===== src/rtl/tlc_pkg.sv =====
// Shared definitions for the two-approach traffic phase scheduler.
//   - tlc_state_e : phase encoding, also exported on the phase output
//   - LAMP_*_IDX  : bit positions inside a 3-bit {red, yellow, green} lamp group
//   - *_DEF       : default timing parameters (ticks, and clk cycles per tick)
package tlc_pkg;

  typedef enum logic [2:0] {
    S_AG = 3'd0,
    S_AY = 3'd1,
    S_AR = 3'd2,
    S_BG = 3'd3,
    S_BY = 3'd4,
    S_BR = 3'd5,
    S_EM = 3'd6
  } tlc_state_e;

  localparam int LAMP_R_IDX = 2;
  localparam int LAMP_Y_IDX = 1;
  localparam int LAMP_G_IDX = 0;

  localparam logic [2:0] LAMP_RED = 3'b100;
  localparam logic [2:0] LAMP_YEL = 3'b010;
  localparam logic [2:0] LAMP_GRN = 3'b001;

  localparam int TICK_DIV_DEF = 50;
  localparam int GREEN_T_DEF  = 10;
  localparam int MIN_GRN_DEF  = 4;
  localparam int YELLOW_T_DEF = 4;
  localparam int ALLRED_T_DEF = 4;
  localparam int CNT_W_DEF    = 8;

endpackage


===== src/rtl/tlc_tick_gen.sv =====
// Prescaler producing a one-cycle tick every TICK_DIV clk cycles.
//   clk   : system clock, rising edge
//   reset : asynchronous active-high reset, count returns to 0
//   clr   : synchronous clear; restarts the count so a new phase sees a full
//           TICK_DIV cycles before its first tick
//   tick  : high while the count equals TICK_DIV-1
module tlc_tick_gen #(
  parameter int TICK_DIV = 50,
  parameter int CNT_W    = 8
) (
  input  logic clk,
  input  logic reset,
  input  logic clr,
  output logic tick
);

  localparam logic [CNT_W-1:0] LAST = CNT_W'(TICK_DIV - 1);

  logic [CNT_W-1:0] cnt_q;

  assign tick = (cnt_q == LAST);

  always_ff @(posedge clk or posedge reset) begin
    if (reset) begin
      cnt_q <= '0;
    end else if (clr || tick) begin
      cnt_q <= '0;
    end else begin
      cnt_q <= cnt_q + CNT_W'(1);
    end
  end

endmodule


===== src/rtl/tlc_phase_scheduler.sv =====
// Timed phase sequencer for a two-approach intersection with pedestrian
// early-termination and emergency preemption.
//   clk, reset            : clock, asynchronous active-high reset
//   ped_req[1:0]          : bit0 crosses during A green, bit1 during B green
//   emerg_req, emerg_dir  : preempt request (level), direction (0=A, 1=B)
//   t12_r/y/g, t34_r/y/g  : lamp drivers for approaches A and B
//   walk[1:0]             : walk signals, index matches ped_req
//   ped_pend[1:0]         : latched pending pedestrian requests
//   emerg_act             : high while in S_EM
//   phase, phase_tmr      : current state and ticks elapsed in it (debug view)
// All outputs are decoded from registered state only.
module tlc_phase_scheduler
  import tlc_pkg::*;
#(
  parameter int TICK_DIV = TICK_DIV_DEF,
  parameter int GREEN_T  = GREEN_T_DEF,
  parameter int MIN_GRN  = MIN_GRN_DEF,
  parameter int YELLOW_T = YELLOW_T_DEF,
  parameter int ALLRED_T = ALLRED_T_DEF,
  parameter int CNT_W    = CNT_W_DEF
) (
  input  logic             clk,
  input  logic             reset,
  input  logic [1:0]       ped_req,
  input  logic             emerg_req,
  input  logic             emerg_dir,
  output logic             t12_r,
  output logic             t12_y,
  output logic             t12_g,
  output logic             t34_r,
  output logic             t34_y,
  output logic             t34_g,
  output logic [1:0]       walk,
  output logic [1:0]       ped_pend,
  output logic             emerg_act,
  output logic [2:0]       phase,
  output logic [CNT_W-1:0] phase_tmr
);

  localparam logic [CNT_W-1:0] GRN_END = CNT_W'(GREEN_T - 1);
  localparam logic [CNT_W-1:0] MIN_END = CNT_W'(MIN_GRN - 1);
  localparam logic [CNT_W-1:0] YEL_END = CNT_W'(YELLOW_T - 1);
  localparam logic [CNT_W-1:0] RED_END = CNT_W'(ALLRED_T - 1);

  tlc_state_e       state_q, state_d;
  logic [CNT_W-1:0] tmr_q;
  logic             em_dir_q;
  logic [1:0]       walk_q;
  logic [1:0]       ped_pend_q, ped_pend_d;
  logic             tick;
  logic             state_chg;
  logic             enter_ag, enter_bg, enter_em;
  logic [2:0]       lamp_a, lamp_b;

  assign state_chg = (state_d != state_q);
  assign enter_ag  = state_chg && (state_d == S_AG);
  assign enter_bg  = state_chg && (state_d == S_BG);
  assign enter_em  = state_chg && (state_d == S_EM);

  tlc_tick_gen #(
    .TICK_DIV (TICK_DIV),
    .CNT_W    (CNT_W)
  ) u_tick_gen (
    .clk   (clk),
    .reset (reset),
    .clr   (state_chg),
    .tick  (tick)
  );

  // Next-state logic. A green can be cut short by a pending request for the
  // crossing that conflicts with it (ped_pend[1] ends A green, ped_pend[0]
  // ends B green), but only once MIN_GRN ticks have been served.
  always_comb begin
    state_d = state_q;
    case (state_q)
      S_AG: begin
        if (emerg_req) begin
          state_d = S_AY;
        end else if (tick && (tmr_q == GRN_END || (ped_pend_q[1] && tmr_q >= MIN_END))) begin
          state_d = S_AY;
        end
      end
      S_AY: if (tick && tmr_q == YEL_END) state_d = S_AR;
      S_AR: if (tick && tmr_q == RED_END) state_d = emerg_req ? S_EM : S_BG;
      S_BG: begin
        if (emerg_req) begin
          state_d = S_BY;
        end else if (tick && (tmr_q == GRN_END || (ped_pend_q[0] && tmr_q >= MIN_END))) begin
          state_d = S_BY;
        end
      end
      S_BY: if (tick && tmr_q == YEL_END) state_d = S_BR;
      S_BR: if (tick && tmr_q == RED_END) state_d = emerg_req ? S_EM : S_AG;
      S_EM: if (!emerg_req) state_d = em_dir_q ? S_BY : S_AY;
      default: state_d = S_BR;
    endcase
  end

  // Entering a green clears that crossing's pending bit; a request still
  // held on the entry cycle is already served by the walk snapshot and
  // re-latches on the following cycle.
  always_comb begin
    ped_pend_d = ped_pend_q | ped_req;
    if (enter_ag) ped_pend_d[0] = 1'b0;
    if (enter_bg) ped_pend_d[1] = 1'b0;
  end

  always_ff @(posedge clk or posedge reset) begin
    if (reset) begin
      state_q    <= S_BR;
      tmr_q      <= '0;
      em_dir_q   <= 1'b0;
      walk_q     <= 2'b00;
      ped_pend_q <= 2'b00;
    end else begin
      state_q    <= state_d;
      ped_pend_q <= ped_pend_d;
      if (state_chg) begin
        tmr_q <= '0;
      end else if (tick && state_q != S_EM) begin
        tmr_q <= tmr_q + CNT_W'(1);
      end
      if (enter_em) em_dir_q  <= emerg_dir;
      if (enter_ag) walk_q[0] <= ped_pend_q[0] | ped_req[0];
      if (enter_bg) walk_q[1] <= ped_pend_q[1] | ped_req[1];
    end
  end

  // Lamp decode: exactly one lamp per approach in every state.
  always_comb begin
    lamp_a = LAMP_RED;
    lamp_b = LAMP_RED;
    case (state_q)
      S_AG: lamp_a = LAMP_GRN;
      S_AY: lamp_a = LAMP_YEL;
      S_BG: lamp_b = LAMP_GRN;
      S_BY: lamp_b = LAMP_YEL;
      S_EM: begin
        if (em_dir_q) lamp_b = LAMP_GRN;
        else          lamp_a = LAMP_GRN;
      end
      default: begin
        lamp_a = LAMP_RED;
        lamp_b = LAMP_RED;
      end
    endcase
  end

  assign t12_r = lamp_a[LAMP_R_IDX];
  assign t12_y = lamp_a[LAMP_Y_IDX];
  assign t12_g = lamp_a[LAMP_G_IDX];
  assign t34_r = lamp_b[LAMP_R_IDX];
  assign t34_y = lamp_b[LAMP_Y_IDX];
  assign t34_g = lamp_b[LAMP_G_IDX];

  assign walk[0]   = (state_q == S_AG) && walk_q[0];
  assign walk[1]   = (state_q == S_BG) && walk_q[1];
  assign ped_pend  = ped_pend_q;
  assign emerg_act = (state_q == S_EM);
  assign phase     = state_q;
  assign phase_tmr = tmr_q;

endmodule


===== config.mk =====
export PLATFORM = sky130hd
export DESIGN_NAME = tlc_phase_scheduler
export DESIGN_NICKNAME = d
export VERILOG_FILES = /design/src/rtl/tlc_pkg.sv /design/src/rtl/tlc_tick_gen.sv /design/src/rtl/tlc_phase_scheduler.sv
export SDC_FILE = /design/constraint.sdc
export NUM_CORES = 1
export LEC_CHECK = 0
export BUFFER_PORTS_ARGS = -buffer_cell sky130_fd_sc_hd__buf_4
export CELL_PAD_IN_SITES_DETAIL_PLACEMENT = 1
export CELL_PAD_IN_SITES_GLOBAL_PLACEMENT = 2
export CORE_MARGIN = 1.5
export CORE_UTILIZATION = 30
export CTS_BUF_LIST = sky130_fd_sc_hd__clkbuf_16
export DETAILED_ROUTE_END_ITERATION = 8
export MAX_ROUTING_LAYER = met4
export PLACE_DENSITY = 0.76
export SLEW_MARGIN = 10
export SYNTH_ARGS = -nofsm -noshare
export SYNTH_HDL_FRONTEND = slang
export SYNTH_SLANG_ARGS = --single-unit

===== constraint.sdc =====
create_clock -name clk -period 2.5 [get_ports clk]
set_input_delay 0.25 -clock clk [delete_from_list [all_inputs] [get_ports clk]]
set_output_delay 0.25 -clock clk [all_outputs]
set_load 0.005 [all_outputs]

### Yosys cells after proc, flatten, opt, wreduce, memory -nomap -nowiden

Index checks and enable logic that the tools add are counted.

| word-level totals | value |
|---|---|
| flip-flop bits (word level) | 24 |
| ROM bits | 0 |
| logic and storage cells | 64 |
| output and inout port bits | 22 |
| memories | 0 |
| bits in latches | 0 |
| bits of input ports | 6 |
| bits in writable memories | 0 |

| operators by class | value |
|---|---|
| reductions and logical operators | 17 |
| $lt $le $gt $ge | 1 |
| shifts and indexed selects | 0 |
| equality and inequality tests | 13 |
| $mul | 0 |
| bitwise operators | 3 |
| mux-type cells | 21 |
| divide/modulo/power cells | 0 |
| add/subtract/negate cells | 2 |

Operators by type and width:

| operator | number |
|---|---|
| $mux W3 | 13 |
| $mux W8 | 3 |
| $pmux W3 S7 | 1 |
| $pmux W3 S3 | 2 |
| $add A8 B1 Y8 const B | 2 |
| $eq A3 B3 Y1 const B | 4 |
| $logic_and A1 B1 Y1 | 11 |
| $eq A3 B2 Y1 const B | 3 |
| $eq A8 B2 Y1 const B | 1 |
| $eq A8 B4 Y1 const B | 1 |
| $eq A8 B6 Y1 const B | 1 |
| $ge A8 B2 Y1 const B | 1 |
| $logic_not A3 Y1 | 2 |
| $eq A3 B1 Y1 const B | 1 |
| $logic_or A1 B1 Y1 | 3 |
| $ne A3 B3 Y1 | 1 |
| $ne A3 B3 Y1 const B | 1 |
| $mux W1 | 2 |
| $or A1 B1 Y1 | 2 |
| $or A2 B2 Y2 | 1 |
| $reduce_bool A2 Y1 | 1 |

### Longest topological paths before layout

Gate-level depths: netlist of run 1.

| logic depth | value |
|---|---|
| depth in word-level cells | 10 |
| mapped depth | 9 |

### Modules after synthesis

From an unflattened synthesis of run 1, not the netlist that was laid out.

| unflattened totals | value |
|---|---|
| cell total of the unflattened synthesis | 163 |
| area, all modules | 1539.0 µm² |

Modules (own cells, without submodules):

| module | cells each | instances | sequential area each (µm²) | area each (µm²) |
|---|---|---|---|---|
| tlc_phase_scheduler | 125 | 1 | 402.9 | 1121.1 |
| tlc_tick_gen | 38 | 1 | 200.2 | 417.9 |

### Worst setup path before layout of run 1

Ideal clock, no wire load.

| timing path | value |
|---|---|
| kind | reg-to-reg |
| start point | register tmr_q[0], in the netlist phase_tmr[0] |
| end point | register tmr_q[2], in the netlist phase_tmr[2] |
| setup time | 118 ps |
| cell stages (with the launch flop) | 9 |
| arrival | 2286 ps |
| buffers on the path | 1 |
| slack | 96 ps |
| path through | dfrtp_1 -> ha_1 -> or4_4 -> o21ai_4 -> a21oi_2 -> o311ai_4 -> mux2i_2 -> buf_6 -> nor2_1 |

| between the ends | value |
|---|---|
| word-level cells in the longest chain between the ends | 9 |
| elaborated cells on any way between the ends | 24 |

RTL lines:

| what | RTL line | RTL |
|---|---|---|
| from (decl) | tlc_phase_scheduler.sv:46 | `logic [CNT_W-1:0] tmr_q;` |
| from (signal assigned) | tlc_phase_scheduler.sv:121 | `tmr_q <= tmr_q + CNT_W'(1);` |
| $ge A8 B2 Y1 | tlc_phase_scheduler.sv:79, tlc_phase_scheduler.sv:88 |  |
| $logic_and A1 B1 Y1 (on tied branches) | tlc_phase_scheduler.sv:88, tlc_phase_scheduler.sv:79 |  |
| $logic_or A1 B1 Y1 (on tied branches) | tlc_phase_scheduler.sv:88, tlc_phase_scheduler.sv:79 |  |
| $logic_and A1 B1 Y1 (on tied branches) | tlc_phase_scheduler.sv:88, tlc_phase_scheduler.sv:79 |  |
| $mux W3 (on tied branches) | tlc_phase_scheduler.sv:88, tlc_phase_scheduler.sv:79 |  |
| $mux W3 (on tied branches) | tlc_phase_scheduler.sv:86, tlc_phase_scheduler.sv:77 |  |
| $pmux W3 S7 * | tlc_phase_scheduler.sv:75 | `case (state_q)` |
| named net state_d[0] | tlc_phase_scheduler.sv:45 | `tlc_state_e state_q, state_d;` |
| $ne A3 B3 Y1 * | tlc_phase_scheduler.sv:55 | `assign state_chg = (state_d != state_q);` |
| $mux W8 / $reduce_bool A2 Y1 (equally long branches) | -- |  |

Mark *: on every way through the listed nets, which the timed path passes. The rest lies on a longest branch. The select of a mux whose other input is x is not followed.
A chain may end at the register's enable or synchronous reset.

### Final worst setup path of run 1

| timing path | value |
|---|---|
| start point | register tmr_q[0], in the netlist phase_tmr[0] |
| end point | register tmr_q[3], in the netlist phase_tmr[3] |

The elaborated chain is that of the path after synthesis.

==> results.py, run 1 <==
metrics = {
    "critical_path": {
        "worstPathArrival_ns": 2.54,
        "critPathKind": "reg2reg",
        "r2r_end": "phase_tmr[3]",
        "crit_fanout": 16,
        "timing.rr.start": "phase_tmr[0]",
        "cp.depth": 8,
        "cp_slowest_cell": "dfrtp_1",
        "reg2reg_setup_slack_ns": 0.11,
        "critPathMaxStageDelay_ns": 0.43,
        "cp.required_ns": 2.65,
        "cp-start-kind": "flip-flop",
        "crit_family": "compound AO/OA/AOI/OAI gates",
        "path_cells": "ha_2 -> or4_4 -> o21ai_4 -> a21oi_2 -> o311ai_4 -> mux2i_2 -> buf_12 -> nor2_1",
        "crit_buf_inv": 1,
        "r2r_cells": 8,
        "end_kind": "flip-flop",
    },
    "routing": {
        "vias": 1406,
        "vias_per_cell": 5.094,
        "wl_mm": 4.404,
        "dr.first_iter.drc_count": 68,
        "drt.antenna.violating_nets": 0,
        "dr.pass1.iters": 4,
        "drc_errors": 0,
        "wl_per_cell_um": 15.96,
    },
    "global_route": {
        "grt_pass1_wl_mm": 7.251,
        "grt_pass1_vias": 1478,
        "grt_max_degree": 25,
        "overflow": 0,
        "antenna_found_initial": 0,
        "groute.usage.overall_pct": 17.85,
    },
    "clock_network": {
        "numCtsBuffers": 3,
        "cts_tree": "done",
        "clk_latency_ns": 0.26,
        "h-tree-depth": 1,
        "clockBufferDepth": 2,
        "clk_pin_slew_ns": 0.06,
        "root_buffer": "clkbuf_16",
        "hold_buffers": 0,
        "cts_sinks": 24,
    },
    "floorplanning": {
        "die-area_um2": 5495,
        "core_area_um2": 4786,
        "die_h_um": 74.13,
        "start_util_pct": 31.71,
        "placementRows": 25,
        "die_x_um": 74.13,
        "ios": 28,
    },
    "logic_synthesis": {
        "ys_ff_latch": 24,
        "synth-simple-area-share_pct": 27.54,
        "yosys.area_share.adder_pct": 3.298,
        "synth.distinct_cells": 44,
        "seq_area_frac_synth_pct": 39.74,
        "synth_top_family_by_area": "simple AND/OR/NAND/NOR gates",
        "synth-edff-count": 0,
        "synthMuxAreaShare_pct": 3.710,
        "ys_async_sr_fraction_pct": 100.0,
        "synth-compound-area-share_pct": 14.01,
        "post_synth_xor_area_fraction_pct": 7.502,
        "synth_top_flop_cell": "dfrtp_1",
        "syn_inst": 168,
        "mappedNetlistArea_um2": 1518,
        "avgSynthCellArea_um2": 9.034,
        "syn_nets": 178,
        "yosysWarnings": 0,
    },
    "pwr": {
        "share_comb_of_total_power_pct": 36.0,
        "p_int_w": 0.0009952,
        "ir_drop_mv": 0.3061,
        "switching_power_w": 0.0005172,
        "power.leakage_nw": 0.8982,
        "sequentialPowerShare_pct": 40.3,
        "p_per_area_nw_per_um2": 744.3,
        "switching_share_pct": 34.20,
        "clkPwrFrac_pct": 23.7,
    },
    "timing": {
        "finalSetupTns_ns": 0,
        "fin_hold_ws_ns": 0.1981,
        "setup_viol": 0,
        "skew_ns": 0.004639,
        "rsz0062_at_grt": "no",
        "fin_crit_sh_pct": 95.68,
        "worst_pin_slew_ns": 0.9323,
        "post-route-min-period_ns": 2.392,
        "slew_headroom_pct": 37.78,
        "hold_viol": 0,
        "drv_slew": 0,
        "fmax_ghz": 0.4181,
    },
    "place": {
        "gp_congestion": 0.8749,
        "place_area_um2": 1896,
        "io_buffers": 27,
        "hpwl_mm": 3.297,
    },
    "layout": {
        "drive_gt1_share_pct": 31.58,
        "syn2layout_area_growth_pct": 33.88,
        "insertedDiodeCount": 0,
        "fin_area_um2": 2032,
        "seq_area_um2": 603.1,
        "multiInputGateArea_um2": 893.4,
        "final_nets": 220,
        "fillers": 571,
    },
    "run_status": {
        "status": "completed",
    },
    "worst_hold_path": {
        "hold_path.class": "in2async",
    },
    "run": {
        "maxCapViolations": 0,
    },
}
==> power by group through the flow <==
stage | Combinational [W] | Clock (W) | Sequential (W)
after global routing | 0.000609 | 0.000391 | 0.000629
after detailed placement | 0.000533 | 0 | 0.000611
after floorplan | 0.000276 | 0 | 0.000607
after global placement | 0.000506 | 0 | 0.000599
final | 0.000544 | 0.000359 | 0.000610
after CTS | 0.000545 | 0.000370 | 0.000607
==> sequential cells by signal, indices dropped and copies added (netlist names) <==
signal,count
phase,3
phase_tmr,8
walk_q,2
em_dir_q,1
ped_pend,2
u_tick_gen.cnt_q,8
==> layout by cell type, fill, tap and decap left out, types with 2 or more instances in the layout <==
master     Yosys  final
nor2_1        27     27
clkbuf_16      0      3
mux2i_1        2      2
nand2_1       14     14
nand4_1        5      5
nor4_1         2      2
nor3_1         3      3
dfrtp_1       22     22
o21ai_0        4      4
and3b_1        2      2
mux2_2         2      2
ha_1           4      3
a21oi_1        7      7
a211oi_1       3      2
and3_1         5      5
xnor2_1        3      3
nor2b_1        2      2
nor3b_2        0      2
nand3_1        9      9
inv_1          8      9
buf_4          0     43
nor3b_1        5      3
dfstp_2        2      2
xor2_1        10     10
==> through the flow <==
stage	setup slack (ns)	instances	power [W]	util, %
finish	0.1081	276	0.001512	42.46
global placement	0.1114	270	0.001105	39.61
floorplan	0.09559	168	0.0008829	-
global route	0.03394	276	0.001629	42.46
CTS	0.02116	274	0.001522	41.36
detailed placement	0.06527	270	0.001144	39.61
==> repair_timing <==
item,in CTS,in global routing
gates resized for setup,1,6
buffers inserted,0,2
pin swaps,0,2
endpoints found under the setup margin,3,19
==> routing by layer <==
layer  wire, um  GRT usage (%)  up-vias
li1           -              -      675
met1       1978          22.11      709
met2       2280          30.65       19
met3        103          2.439        3
met4         42          4.321        0
met5          0              -        -
==> synth_stat cells, drive strengths merged (2+ instances only) <==
master	n	area (um^2)
nor2	27	101.4
dfrtp	22	550.5
nand2	14	52.55
xor2	10	87.58
nand3	9	45.04
a21oi	8	43.79
inv	8	30.03
and3	5	31.28
clkbuf	5	18.77
nand4	5	31.28
nor3b	5	37.54
o21ai	5	36.29
ha	4	50.05
a211oi	3	22.52
mux2i	3	33.78
nor3	3	15.01
xnor2	3	26.28
and3b	2	17.52
buf	2	15.01
dfstp	2	52.55
mux2	2	22.52
nor2b	2	12.51
nor4	2	12.51
==> cell type report <==
type	instances	share of cell area, %
Sequential cell	24	29.68
Timing Repair Buffer	44	16.87
Clock buffer	3	3.695
Multi-Input combinational cell	129	43.97
Inverter	8	1.478
Tap cell	67	4.126
Clock inverter	1	0.1847
==> worst max-delay path by stage <==
stage	startpoint	end
3_3_place_gp	u_tick_gen.cnt_q[1]	walk_q[0]
3_5_place_dp	u_tick_gen.cnt_q[1]	walk_q[0]
6_report	phase_tmr[0]	phase_tmr[3]
4_1_cts	phase_tmr[0]	walk_q[0]
2_1_floorplan	phase_tmr[0]	phase_tmr[2]
5_1_grt	phase_tmr[0]	walk_q[0]
==> kinds of logic (layout without fill, tap and decap cells) <==
group	count (synthesis)	count (layout)
mux	5	5
compound gates	26	26
xor+xnor	13	13
buf+inv	15	56
simple gates	81	81
flops	24	24
fa+ha+maj	4	4
Power figures use the tool's default switching activity.
==> run 2, diff against run 1 <==
Settings changed: CORE_UTILIZATION 30 to 36, HOLD_SLACK_MARGIN from default to 0.02, PLACE_DENSITY 0.76 to 0.85.
Clock period 2.5 ns to 3.1 ns, I/O delays scaled along.
==> results.py, run 2 (synthesis gave the netlist of run 1 again) <==
metrics = {
    "run_status": {
        "status": "completed",
    },
    "place": {
        "place_area_um2": 1757,
        "post-place-cells": 239,
        "io_buffers": 27,
        "hpwl_mm": 2.883,
        "gp_congestion": 0.8439,
    },
    "routing": {
        "drt.antenna.violating_nets": 0,
        "vias": 1304,
        "dr.first_iter.drc_count": 104,
        "wl_mm": 3.919,
        "wl_per_cell_um": 16.13,
        "dr.pass1.iters": 4,
        "drc_errors": 0,
        "vias_per_cell": 5.366,
    },
    "timing": {
        "rsz0062_at_grt": "no",
        "fmax_ghz": 0.3754,
        "fin_hold_ws_ns": 0.2485,
        "post-route-min-period_ns": 2.664,
        "finalSetupTns_ns": 0,
        "worst_pin_slew_ns": 0.9002,
        "skew_ns": 0.001898,
        "slew_headroom_pct": 39.92,
        "hold_viol": 0,
        "setup_viol": 0,
        "fin_crit_sh_pct": 85.93,
        "drv_slew": 0,
    },
    "layout": {
        "drive_gt1_share_pct": 23.32,
        "fillers": 478,
        "instances_no_fill": 243,
        "syn2layout_area_growth_pct": 22.67,
        "mostFrequentLayoutCell": "buf_4",
        "mostFrequentLayoutCells": "28 x buf_4, 27 x nor2_1, 22 x dfrtp_1",
        "insertedDiodeCount": 0,
        "fin_area_um2": 1862,
        "final_nets": 204,
    },
    "critical_path": {
        "end_kind": "flip-flop",
        "crit_buf_inv": 0,
        "path_cells": "ha_1 -> nor4b_1 -> nand4_1 -> mux2_2 -> o311ai_4 -> nor4_1 -> mux2i_1",
        "cp.required_ns": 3.28,
        "critPathKind": "reg2reg",
        "crit_start": "phase_tmr[0]",
        "cp_slowest_cell": "nor4_1",
        "crit_family": "simple AND/OR/NAND/NOR gates",
        "timing.rr.start": "phase_tmr[0]",
        "cp-start-kind": "flip-flop",
        "crit_fanout": 6,
        "worstPathArrival_ns": 2.84,
        "critPathMaxStageDelay_ns": 0.49,
    },
    "floorplanning": {
        "die-area_um2": 4614,
        "die_h_um": 67.93,
        "placementRows": 23,
        "ios": 28,
        "start_util_pct": 37.67,
        "core_area_um2": 4029,
        "die_x_um": 67.93,
    },
    "global_route": {
        "antenna_found_initial": 0,
        "grt_pass1_wl_mm": 6.596,
        "groute.usage.overall_pct": 19.27,
        "overflow": 0,
        "grt_pass1_vias": 1362,
        "grt_max_degree": 25,
    },
    "clock_network": {
        "numCtsBuffers": 3,
        "cts_tree": "done",
        "root_buffer": "clkbuf_16",
        "clk_latency_ns": 0.26,
        "clk_pin_slew_ns": 0.06,
        "cts_resized": 0,
        "hold_buffers": 0,
        "h-tree-depth": 1,
        "cts_setup_buffers": 0,
        "clockBufferDepth": 2,
        "cts_sinks": 24,
    },
    "pwr": {
        "ir_drop_mv": 0.2965,
        "power.leakage_nw": 0.8209,
        "p_per_area_nw_per_um2": 649.8,
    },
    "run": {
        "maxCapViolations": 0,
    },
    "worst_hold_path": {
        "hold_path.class": "in2async",
    },
}
-- run 2: cell count changes in the layout (fill, tap and decap cells not counted), sizes merged --
cell / change
buf: -16
bufinv: +1
inv: -1
-- run 2: routing by layer --
metal	share of wire (%)	GRT usage (%)	wire, um	vias to the layer above
met5	0	-	0	-
li1	-	-	-	640
met1	46	24.95	1797	633
met4	0.97	4.500	38	0
met3	2.9	1.974	115	5
met2	50	32.52	1968	26
-- run 2: worst reg2reg max path, cell delays in order (launching register included) --
cell and delay (ns):
dfrtp_1 0.46, ha_1 0.28, nor4b_1 0.30, nand4_1 0.35, mux2_2 0.37, o311ai_4 0.11, nor4_1 0.49, mux2i_1 0.24
-- run 2: final cells by class --
type	instances	area [um^2]	share of cell area, %
clock buffers	3	75.07	4.032
clock inverters	1	30.03	1.613
inverters	8	30.03	1.613
multi-input cells	129	850.8	45.70
flip-flops and latches	24	603.1	32.39
well taps	50	62.56	3.360
repair buffers	28	210.2	11.29
-- run 2: power by group --
part	internal, W	total (W)	switching (W)	leakage, nW
logic	0.000171	0.000329	0.000158	0.496
registers	0.000398	0.000515	0.000117	0.273
clock network	0.000257	0.000366	0.000109	0.0511
-- run 2: final timing paths --
kind	end	slack (ns)	cells after the start
worst min register to register	walk_q[1]	0.54	2
min in group clk	ped_pend[1]	0.28	3
worst max register to register	walk_q[0]	0.44	7
max in group asynchronous	walk_q[1]	2.30	2
worst min-delay path	u_tick_gen.cnt_q[6]	0.25	2
worst max-delay path	walk_q[0]	0.44	7
-- run 2: metrics by stage --
stage / power [W] / util (%) / worst slack (ns)
after floorplan: 0.0007120 / - / 0.6956
final: 0.001210 / 46.21 / 0.4362
after global placement: 0.0008270 / 43.60 / 0.4609
after CTS: 0.001222 / 46.21 / 0.4187
after global routing: 0.001289 / 46.21 / 0.2791
after detailed placement: 0.0008492 / 43.60 / 0.4297
